$ cat src/rtl/nasti_mux_n.sv
// nasti_mux_n: N-port to 1-port NASTI multiplexer with ID-routed responses.
// Writes hold a lock so that W beats follow the granted AW. Reads are unlocked.
// A response whose ID matches no outstanding entry is consumed and flagged.
module nasti_mux_n #(
  parameter int N_PORT     = 4,
  parameter int W_MAX      = 4,
  parameter int R_MAX      = 4,
  parameter int ID_WIDTH   = 1,
  parameter int ADDR_WIDTH = 8,
  parameter int DATA_WIDTH = 8,
  parameter int USER_WIDTH = 1
) (
  input  logic                                   clk,
  input  logic                                   rst,
  // upstream AW
  input  logic [N_PORT-1:0]                      s_aw_valid,
  output logic [N_PORT-1:0]                      s_aw_ready,
  input  logic [N_PORT-1:0][ID_WIDTH-1:0]        s_aw_id,
  input  logic [N_PORT-1:0][ADDR_WIDTH-1:0]      s_aw_addr,
  input  logic [N_PORT-1:0][7:0]                 s_aw_len,
  input  logic [N_PORT-1:0][2:0]                 s_aw_size,
  input  logic [N_PORT-1:0][1:0]                 s_aw_burst,
  input  logic [N_PORT-1:0]                      s_aw_lock,
  input  logic [N_PORT-1:0][3:0]                 s_aw_cache,
  input  logic [N_PORT-1:0][2:0]                 s_aw_prot,
  input  logic [N_PORT-1:0][3:0]                 s_aw_qos,
  input  logic [N_PORT-1:0][3:0]                 s_aw_region,
  input  logic [N_PORT-1:0][USER_WIDTH-1:0]      s_aw_user,
  // upstream W
  input  logic [N_PORT-1:0]                      s_w_valid,
  output logic [N_PORT-1:0]                      s_w_ready,
  input  logic [N_PORT-1:0][DATA_WIDTH-1:0]      s_w_data,
  input  logic [N_PORT-1:0][DATA_WIDTH/8-1:0]    s_w_strb,
  input  logic [N_PORT-1:0]                      s_w_last,
  input  logic [N_PORT-1:0][USER_WIDTH-1:0]      s_w_user,
  // upstream B
  output logic [N_PORT-1:0]                      s_b_valid,
  input  logic [N_PORT-1:0]                      s_b_ready,
  output logic [N_PORT-1:0][ID_WIDTH-1:0]        s_b_id,
  output logic [N_PORT-1:0][1:0]                 s_b_resp,
  output logic [N_PORT-1:0][USER_WIDTH-1:0]      s_b_user,
  // upstream AR
  input  logic [N_PORT-1:0]                      s_ar_valid,
  output logic [N_PORT-1:0]                      s_ar_ready,
  input  logic [N_PORT-1:0][ID_WIDTH-1:0]        s_ar_id,
  input  logic [N_PORT-1:0][ADDR_WIDTH-1:0]      s_ar_addr,
  input  logic [N_PORT-1:0][7:0]                 s_ar_len,
  input  logic [N_PORT-1:0][2:0]                 s_ar_size,
  input  logic [N_PORT-1:0][1:0]                 s_ar_burst,
  input  logic [N_PORT-1:0]                      s_ar_lock,
  input  logic [N_PORT-1:0][3:0]                 s_ar_cache,
  input  logic [N_PORT-1:0][2:0]                 s_ar_prot,
  input  logic [N_PORT-1:0][3:0]                 s_ar_qos,
  input  logic [N_PORT-1:0][3:0]                 s_ar_region,
  input  logic [N_PORT-1:0][USER_WIDTH-1:0]      s_ar_user,
  // upstream R
  output logic [N_PORT-1:0]                      s_r_valid,
  input  logic [N_PORT-1:0]                      s_r_ready,
  output logic [N_PORT-1:0][ID_WIDTH-1:0]        s_r_id,
  output logic [N_PORT-1:0][DATA_WIDTH-1:0]      s_r_data,
  output logic [N_PORT-1:0][1:0]                 s_r_resp,
  output logic [N_PORT-1:0]                      s_r_last,
  output logic [N_PORT-1:0][USER_WIDTH-1:0]      s_r_user,
  // downstream AW
  output logic                                   m_aw_valid,
  input  logic                                   m_aw_ready,
  output logic [ID_WIDTH-1:0]                    m_aw_id,
  output logic [ADDR_WIDTH-1:0]                  m_aw_addr,
  output logic [7:0]                             m_aw_len,
  output logic [2:0]                             m_aw_size,
  output logic [1:0]                             m_aw_burst,
  output logic                                   m_aw_lock,
  output logic [3:0]                             m_aw_cache,
  output logic [2:0]                             m_aw_prot,
  output logic [3:0]                             m_aw_qos,
  output logic [3:0]                             m_aw_region,
  output logic [USER_WIDTH-1:0]                  m_aw_user,
  // downstream W
  output logic                                   m_w_valid,
  input  logic                                   m_w_ready,
  output logic [DATA_WIDTH-1:0]                  m_w_data,
  output logic [DATA_WIDTH/8-1:0]                m_w_strb,
  output logic                                   m_w_last,
  output logic [USER_WIDTH-1:0]                  m_w_user,
  // downstream B
  input  logic                                   m_b_valid,
  output logic                                   m_b_ready,
  input  logic [ID_WIDTH-1:0]                    m_b_id,
  input  logic [1:0]                             m_b_resp,
  input  logic [USER_WIDTH-1:0]                  m_b_user,
  // downstream AR
  output logic                                   m_ar_valid,
  input  logic                                   m_ar_ready,
  output logic [ID_WIDTH-1:0]                    m_ar_id,
  output logic [ADDR_WIDTH-1:0]                  m_ar_addr,
  output logic [7:0]                             m_ar_len,
  output logic [2:0]                             m_ar_size,
  output logic [1:0]                             m_ar_burst,
  output logic                                   m_ar_lock,
  output logic [3:0]                             m_ar_cache,
  output logic [2:0]                             m_ar_prot,
  output logic [3:0]                             m_ar_qos,
  output logic [3:0]                             m_ar_region,
  output logic [USER_WIDTH-1:0]                  m_ar_user,
  // downstream R
  input  logic                                   m_r_valid,
  output logic                                   m_r_ready,
  input  logic [ID_WIDTH-1:0]                    m_r_id,
  input  logic [DATA_WIDTH-1:0]                  m_r_data,
  input  logic [1:0]                             m_r_resp,
  input  logic                                   m_r_last,
  input  logic [USER_WIDTH-1:0]                  m_r_user,
  // unmatched-response pulses
  output logic                                   b_unmatched,
  output logic                                   r_unmatched
);

  localparam int PW = $clog2(N_PORT);
  localparam int WW = $clog2(W_MAX);
  localparam int RW = $clog2(R_MAX);

  // Round-robin pick: returns {found, index}, the first request at or after ptr.
  function automatic logic [PW:0] rr_arb(input logic [N_PORT-1:0] req,
                                         input logic [PW-1:0] ptr);
    logic [PW:0] res;
    int idx;
    res = '0;
    for (int k = N_PORT - 1; k >= 0; k--) begin
      idx = int'(ptr) + k;
      if (idx >= N_PORT) idx = idx - N_PORT;
      if (req[idx]) res = {1'b1, PW'(idx)};
    end
    return res;
  endfunction

  // Handshakes stay closed until the first clock edge after reset release.
  logic up;

  logic [W_MAX-1:0]    w_vld;
  logic [ID_WIDTH-1:0] w_id   [W_MAX];
  logic [PW-1:0]       w_port [W_MAX];
  logic [R_MAX-1:0]    r_vld;
  logic [ID_WIDTH-1:0] r_id   [R_MAX];
  logic [PW-1:0]       r_port [R_MAX];

  logic [PW-1:0] wr_ptr, rd_ptr, locked_port;
  logic          wr_lock;

  logic [N_PORT-1:0] aw_elig, ar_elig;
  logic              aw_found, ar_found;
  logic [PW-1:0]     aw_grant, ar_grant;
  logic [WW-1:0]     w_slot, b_idx;
  logic [RW-1:0]     r_slot, r_idx;
  logic              b_hit, r_hit;
  logic [PW-1:0]     b_port, r_port_sel;
  logic              aw_hs, w_hs, b_hs, ar_hs, r_hs;

  // Eligibility: room in the table, no write lock, and no same-ID entry owned by another port.
  always_comb begin
    aw_elig = '0;
    ar_elig = '0;
    for (int i = 0; i < N_PORT; i++) begin
      aw_elig[i] = s_aw_valid[i] & ~(&w_vld) & ~wr_lock;
      for (int e = 0; e < W_MAX; e++)
        if (w_vld[e] && w_id[e] == s_aw_id[i] && w_port[e] != PW'(i)) aw_elig[i] = 1'b0;
      ar_elig[i] = s_ar_valid[i] & ~(&r_vld);
      for (int e = 0; e < R_MAX; e++)
        if (r_vld[e] && r_id[e] == s_ar_id[i] && r_port[e] != PW'(i)) ar_elig[i] = 1'b0;
    end
  end

  assign {aw_found, aw_grant} = rr_arb(aw_elig, wr_ptr);
  assign {ar_found, ar_grant} = rr_arb(ar_elig, rd_ptr);

  // Lowest free table slot and the ID lookup for incoming responses.
  always_comb begin
    w_slot = '0;
    r_slot = '0;
    b_hit  = 1'b0;
    b_idx  = '0;
    r_hit  = 1'b0;
    r_idx  = '0;
    for (int e = W_MAX - 1; e >= 0; e--) begin
      if (!w_vld[e]) w_slot = WW'(e);
      if (w_vld[e] && w_id[e] == m_b_id) begin
        b_hit = 1'b1;
        b_idx = WW'(e);
      end
    end
    for (int e = R_MAX - 1; e >= 0; e--) begin
      if (!r_vld[e]) r_slot = RW'(e);
      if (r_vld[e] && r_id[e] == m_r_id) begin
        r_hit = 1'b1;
        r_idx = RW'(e);
      end
    end
  end

  assign b_port     = w_port[b_idx];
  assign r_port_sel = r_port[r_idx];

  assign m_aw_valid  = up & aw_found;
  assign m_aw_id     = s_aw_id[aw_grant];
  assign m_aw_addr   = s_aw_addr[aw_grant];
  assign m_aw_len    = s_aw_len[aw_grant];
  assign m_aw_size   = s_aw_size[aw_grant];
  assign m_aw_burst  = s_aw_burst[aw_grant];
  assign m_aw_lock   = s_aw_lock[aw_grant];
  assign m_aw_cache  = s_aw_cache[aw_grant];
  assign m_aw_prot   = s_aw_prot[aw_grant];
  assign m_aw_qos    = s_aw_qos[aw_grant];
  assign m_aw_region = s_aw_region[aw_grant];
  assign m_aw_user   = s_aw_user[aw_grant];

  assign m_w_valid = up & wr_lock & s_w_valid[locked_port];
  assign m_w_data  = s_w_data[locked_port];
  assign m_w_strb  = s_w_strb[locked_port];
  assign m_w_last  = s_w_last[locked_port];
  assign m_w_user  = s_w_user[locked_port];

  assign m_ar_valid  = up & ar_found;
  assign m_ar_id     = s_ar_id[ar_grant];
  assign m_ar_addr   = s_ar_addr[ar_grant];
  assign m_ar_len    = s_ar_len[ar_grant];
  assign m_ar_size   = s_ar_size[ar_grant];
  assign m_ar_burst  = s_ar_burst[ar_grant];
  assign m_ar_lock   = s_ar_lock[ar_grant];
  assign m_ar_cache  = s_ar_cache[ar_grant];
  assign m_ar_prot   = s_ar_prot[ar_grant];
  assign m_ar_qos    = s_ar_qos[ar_grant];
  assign m_ar_region = s_ar_region[ar_grant];
  assign m_ar_user   = s_ar_user[ar_grant];

  assign s_b_id   = {N_PORT{m_b_id}};
  assign s_b_resp = {N_PORT{m_b_resp}};
  assign s_b_user = {N_PORT{m_b_user}};
  assign s_r_id   = {N_PORT{m_r_id}};
  assign s_r_data = {N_PORT{m_r_data}};
  assign s_r_resp = {N_PORT{m_r_resp}};
  assign s_r_last = {N_PORT{m_r_last}};
  assign s_r_user = {N_PORT{m_r_user}};

  // Per-port ready/valid steering; unmatched responses are drained by the mux itself.
  always_comb begin
    s_aw_ready = '0;
    s_ar_ready = '0;
    s_w_ready  = '0;
    s_b_valid  = '0;
    s_r_valid  = '0;
    m_b_ready  = up;
    m_r_ready  = up;
    if (up && aw_found) s_aw_ready[aw_grant] = m_aw_ready;
    if (up && ar_found) s_ar_ready[ar_grant] = m_ar_ready;
    if (up && wr_lock)  s_w_ready[locked_port] = m_w_ready;
    if (up && b_hit) begin
      s_b_valid[b_port] = m_b_valid;
      m_b_ready         = s_b_ready[b_port];
    end
    if (up && r_hit) begin
      s_r_valid[r_port_sel] = m_r_valid;
      m_r_ready             = s_r_ready[r_port_sel];
    end
  end

  assign aw_hs = m_aw_valid & m_aw_ready;
  assign w_hs  = m_w_valid & m_w_ready;
  assign b_hs  = m_b_valid & m_b_ready;
  assign ar_hs = m_ar_valid & m_ar_ready;
  assign r_hs  = m_r_valid & m_r_ready;

  // Write side: table alloc/free, round-robin pointer, W lock and B-unmatched pulse.
  always_ff @(posedge clk or posedge rst) begin
    if (rst) begin
      up          <= 1'b0;
      w_vld       <= '0;
      wr_ptr      <= '0;
      wr_lock     <= 1'b0;
      locked_port <= '0;
      b_unmatched <= 1'b0;
      for (int e = 0; e < W_MAX; e++) begin
        w_id[e]   <= '0;
        w_port[e] <= '0;
      end
    end else begin
      up          <= 1'b1;
      b_unmatched <= b_hs & ~b_hit;
      if (b_hs && b_hit) w_vld[b_idx] <= 1'b0;
      if (aw_hs) begin
        w_vld[w_slot]  <= 1'b1;
        w_id[w_slot]   <= m_aw_id;
        w_port[w_slot] <= aw_grant;
        wr_ptr         <= (aw_grant == PW'(N_PORT - 1)) ? '0 : aw_grant + 1'b1;
        wr_lock        <= 1'b1;
        locked_port    <= aw_grant;
      end else if (w_hs && m_w_last) begin
        wr_lock <= 1'b0;
      end
    end
  end

  // Read side: table alloc/free on last beat, round-robin pointer and R-unmatched pulse.
  always_ff @(posedge clk or posedge rst) begin
    if (rst) begin
      r_vld       <= '0;
      rd_ptr      <= '0;
      r_unmatched <= 1'b0;
      for (int e = 0; e < R_MAX; e++) begin
        r_id[e]   <= '0;
        r_port[e] <= '0;
      end
    end else begin
      r_unmatched <= r_hs & ~r_hit;
      if (r_hs && r_hit && m_r_last) r_vld[r_idx] <= 1'b0;
      if (ar_hs) begin
        r_vld[r_slot]  <= 1'b1;
        r_id[r_slot]   <= m_ar_id;
        r_port[r_slot] <= ar_grant;
        rd_ptr         <= (ar_grant == PW'(N_PORT - 1)) ? '0 : ar_grant + 1'b1;
      end
    end
  end

endmodule
$ cat config.mk
export PLATFORM = sky130hd
export DESIGN_NAME = nasti_mux_n
export DESIGN_NICKNAME = d
export VERILOG_FILES = /design/src/rtl/nasti_mux_n.sv
export SDC_FILE = /design/constraint.sdc
export NUM_CORES = 1
export LEC_CHECK = 0
export ABC_AREA = 1
export CORE_AREA = 5 5 224 226
export DETAILED_ROUTE_END_ITERATION = 6
export DIE_AREA = 0 0 229 231
export PLACE_DENSITY_LB_ADDON = 0.2
export SYNTH_ARGS = -nofsm -noshare
export SYNTH_HDL_FRONTEND = slang
export SYNTH_SLANG_ARGS = --single-unit
$ cat constraint.sdc
create_clock -name clk -period 5.1 [get_ports clk]
set_clock_uncertainty 0.1 [all_clocks]
set_input_delay 0.51 -clock clk [delete_from_list [all_inputs] [get_ports clk]]
set_output_delay 0.51 -clock clk [all_outputs]
set_load 0.02 [all_outputs]
# Yosys cells after proc, flatten, opt, wreduce, memory -nomap -nowiden
# Cells that the tools add are included.
# totals
register_bits,42
latchBits,0
input_bits,400
mem_bits_rw,0
rom_bits,0
mem_count,0
# classes
n_addsub,16
n_mux,205
n_lt_le_gt_ge,40
shift,0
n_eq_ne,66
div_mod_pow,0
n_mul,0
bitwise_logic,43
n_reduce_logical,103
# op_table
cell,n
$lt A32 B4 Y1 const B,8
$mux W32,8
$logic_and A1 B1 Y1,92
$mux W1,83
$bmux W8 S2,5
$mux W4,15
$mux W2,26
$bmux W4 S2,6
$bmux W1 S2,20
$eq A1 B1 Y1,40
$mux W8,5
$mux W3,12
$ne A2 B2 Y1 const B,16
$ge A3 B3 Y1 const B,10
$and A4 B4 Y4,7
$lt A2 B3 Y1 const B,9
$bmux W3 S2,4
$sub A3 B3 Y4 const B,6
$and A1 B1 Y1,23
$demux W1 S2,11
$ge A2 B1 Y1 const B,9
$reduce_bool A2 Y1,9
$bmux W2 S2,4
$bwmux W8,2
other kinds (15),43

# Logic depth before layout (Yosys ltp)
# logic_depth
word_depth,21
depth_mapped,21
depth_no_buf,19

# Worst setup path before layout
# No wires, ideal clock.
# synth_timing
path_kind,input port to output port
start,in s_aw_id[3] in the netlist's numbering
end,out s_aw_ready[3]
path_slack_ps,2128
arrival_ps,2362
path_stages,20
cell_sequence,buf_2 > inv_1 > nand2_1 > nand2_1 > nand2_1 > nand2_1 > nor2_1 > nand3_1 > nand2_1 > nand2_1 > nand2_1 > inv_2 > nand2_2 > nand3_2 > nand2_4 > buf_8 > buf_6 > ha_1 > inv_1 > nor2_1
# synth_via
elab_chain_len,20
elab_cells_between_ends,40
classes_between,order compare: 2; eq/ne: 4; mux: 23; bitwise: 1; reduce/logical: 10
# synth_lines
item,line_no,source
start: declaration,18,"input logic [N_PORT-1:0][ID_WIDTH-1:0] s_aw_id,"
$eq A1 B1 Y1,165,if (w_vld[e] && w_id[e] == s_aw_id[i] && w_port[e] != PW'(i)) aw_elig[i] = 1'b0;
$logic_and A1 B1 Y1 (2 in a row),165,
$mux W1 (3 in a row),165,
$mux W1 (*),165,
$bmux W1 S2,131,"if (req[idx]) res = {1'b1, PW'(idx)};"
$mux W1 (not written as such) (2 in a row),131,
$mux W3 (3 in a row),131,
$mux W3 (*),131,
named net aw_grant[0],151,"logic [PW-1:0] aw_grant, ar_grant;"
$lt A2 B3 Y1 (not written as such) or $ge A2 B1 Y1 (tied branches),252,if (up && aw_found) s_aw_ready[aw_grant] = m_aw_ready;
$logic_and A1 B1 Y1 (not written as such),252,
$mux W1 (not written as such),252,
$demux W1 S2 (*),252,
$and A4 B4 Y4 (no line) (*),-,
$mux W4 (*),252,
end: declaration,17,"output logic [N_PORT-1:0] s_aw_ready,"
# The timed path passes the listed nets; every way through them passes the cells marked *. The select of a mux whose other input is x is not followed.

# Worst setup path after layout
# layout_timing
start,in m_b_id
end,out m_b_ready
# layout_via
elab_chain_len,13
elab_cells_between_ends,24
classes_between,eq/ne: 4; mux: 14; bitwise: 1; reduce/logical: 5
# layout_lines
item,line_no,source
start: declaration,88,"input logic [ID_WIDTH-1:0] m_b_id,"
$eq A1 B1 Y1,185,if (w_vld[e] && w_id[e] == m_b_id) begin
$logic_and A1 B1 Y1,185,
$mux W2 (4 in a row),185,
$not A2 Y3 (not written as such),199,assign b_port = w_port[b_idx];
$bmux W2 S2,199,
$mux W2 (not written as such) (2 in a row),199,
$bmux W1 S2,257,m_b_ready = s_b_ready[b_port];
$mux W1 (not written as such),257,
$mux W1 (*),255,if (up && b_hit) begin
end: declaration,87,"output logic m_b_ready,"
# Mark *: on every way between the ends. The rest lies on a longest branch, timed or not. The select of a mux whose other input is x is not followed.

==> metrics.txt <==
Final #Nets 2117; largest net degree at the start of global routing 70; crit end category primary output; Longest Clk Path Bufs 2; crit-path max FO 10; clock slew at reported path FFs 0.07 ns; most common flop cell mapped by yosys dfrtp_1; Leak 5.59 nW; fin crit period 4.47 ns; synthesized cell area 7880 um2; number of global-route vias before repair 9986; Avg WL per Cell 17.1 um; unrepaired setup endpoints after global routing no; Crit-path slowest cell clkdlybuf4s50_1; area of placed instances roughly 13000 um2; dominant cell type by area after synthesis nand2_1; most frequent cells in the layout clkdlybuf4s50_1 (512), nand2_1 (326), nor2_1 (159); CTS root buffer clkbuf_16; total track usage 14.1%; Max Cap Viol 0; dominant cells by area after synthesis nand2_1 (16%), dfrtp_1 (13%), o211ai_2 (12%), nor2_1 (7.6%), buf_4 (7.4%); IO Pins 584; Fillers between 5000 and 6000; post-synth top area share 15.5%; setup violators final 0; final hold vios 0; CTS Hold Buffers Added 0; Final ANT Viol Nets 0; Peak VDD IR 0.492 mV; CTS tree built; grt met3 use 2.91%; CP arrival 3.86 ns; die width 229 um; Synth Instances 1312; met2 Usage GRT 26.2%; DRC errors left 0; Worst-Margin Slew a little over 0.9 ns; busiest layer in global routing met2; critical path's most frequent cell nand2_1; WS Path Type primary input to primary output; Min-Delay Path Depth 2; Max stage delay on crit path 0.75 ns; remaining global-route overflow 0; Yosys cell types 41; HPWL after DPL roughly 33000 um; starting density of the core 16.4%; Clk Latency, worst-skew pair 0.30 ns; Fin Setup TNS 0 ns; final non-filler cell area 13100 um2; number of register bits inferred by synthesis 42; final hold slack 0.409 ns; Pwr per Cell Area 877 nW/um2; antenna violations before repair 2; Worst Reg-to-Reg Cells 16; PostCTS Resize Cnt 0; Die Span Y 231 um; Post-synth EDFFs 0; CTS Buf Count 5; Layout Area Growth over Synthesis 66.6%; Slew headroom 39.4%; Hold WC Path Type register to register; Ys Warns 0; Slew Limit Fails 0; status completed; Syn Area/Cell 6.01 um2; first-pass iteration count of the detailed router 5; full die area roughly 53000 um2; first-pass GRT wire length 59400 um; fmax 0.224 GHz; Synthesized Nets 1720; setup repair bufs after CTS 0; Site Rows 81; grt met1 use 16.5%; vias post-DR 9766; CP required 4.49 ns; H-tree levels 2; ys async rst share 100%; layout cells sized above 1 10.3%; Core Area about 48000 um2; most common cell after layout, fill and taps aside clkdlybuf4s50_1; crit share post-route between 80% and 90%; RePlAce Congestion 0.914; crit path launch type primary input; via/cell ratio 4.19; Total Wirelength 39800 um; sequential fraction of the synthesis area 13.3%; initial drt markers 542; # port buffers 513; CP cell instances clkdlybuf4s50_1, xnor2_1, nand2_1, nand3_1, nand2_1, nand2_1, inv_1, nor2_1, nand2_1, nand3_1, o21ai_0, nand2_1, nand2_1, a21oi_1, clkdlybuf4s50_1; clk sink count 42
-- metal layers --
metal / vias to the layer above / part of all wire (%) / wire, um
met5: - / 0.033 / 13
met4: 2 / 2.7 / 1080
met3: 56 / 5.0 / 2010
met2: 304 / 53 / 20900
met1: 4445 / 40 / 15800
li1: 4959 / - / -
-- worst max-delay path: cells and delay by family --
kind,cells,cell delay (ns)
AOI/OAI and AO/OA,2,0.49
xor gates and xnor gates,1,0.18
buffers and inverters,3,1.51
and+or+nand+nor,9,1.17
-- worst paths after layout --
check / end / startpoint / slack, ns
max: m_b_ready / m_b_id / 0.63
min: wr_lock$_DFFE_PP0P_ / wr_lock$_DFFE_PP0P_ / 0.41
max reg2reg: w_id[3]$_DFFE_PP0P_ / w_vld[1]$_DFF_PP0_ / 2.17
min reg2reg: wr_lock$_DFFE_PP0P_ / wr_lock$_DFFE_PP0P_ / 0.41
max in group asynchronous: r_port[1]$_DFFE_PP0P_ / rst / 3.84
min in group asynchronous: w_vld[2]$_DFF_PP0_ / rst / 0.63
-- area by class of cell --
type / count / area, um2 / share of cell area [%]
Inverter: 173 / 649 / 4.95
Clock inverter: 2 / 37.5 / 0.286
Tap cell: 622 / 778 / 5.93
Antenna cell: 1 / 2.50 / 0.0191
Sequential cell: 42 / 1050 / 8.01
Clock buffer: 6 / 129 / 0.982
Multi-Input combinational cell: 956 / 5120 / 39.0
Timing Repair Buffer: 531 / 5360 / 40.8
-- through the flow --
step / utilization [%] / instances / total power [mW] / worst slack, ns
6_report: 27.3 / 2333 / 11.5 / 0.628
2_1_floorplan: - / 1312 / 7.36 / 2.13
3_5_place_dp: 26.9 / 2324 / 11.2 / 0.508
4_1_cts: 27.3 / 2332 / 11.7 / 0.507
3_3_place_gp: 26.9 / 2324 / 11.3 / 0.523
5_1_grt: 27.3 / 2333 / 12.5 / 0.265
-- Yosys cell counts (20+ instances only) --
cell / number
dfrtp_1: 42
buf_6: 23
o21ai_0: 76
buf_4: 78
buf_2: 28
o21ai_1: 107
nor2_1: 159
a21oi_1: 20
nand2_1: 326
o211ai_2: 76
nand3_1: 73
inv_1: 156
-- state kept, by name, summed over array words and instances, names as in the netlist, 2 cells and up --
| name | flops |
|---|---|
| w_vld | 4 |
| r_id | 4 |
| rd_ptr | 2 |
| r_vld | 4 |
| wr_ptr | 2 |
| w_id | 4 |
| w_port | 8 |
| r_port | 8 |
| locked_port | 2 |
-- report_power, final --
part,switching [mW],total [mW],internal (mW)
Sequential,0.300,0.773,0.473
Combinational,6.18,10.4,4.18
Clock,0.148,0.380,0.232
Total,6.63,11.5,4.88
-- kinds of logic (layout without fill, tap and decap cells) --
kind of cell | count (synthesis) | count (layout) | share of synthesized area, %
flops | 42 | 42 | 13.3
simple gates | 625 | 625 | 34.0
buf+inv | 314 | 712 | 21.6
fa+ha+maj | 8 | 8 | 1.27
other cells | 1 | 2 | 0.0476
xor+xnor | 13 | 13 | 1.44
compound gates | 309 | 309 | 28.3
Power figures use the tool's default switching activity.
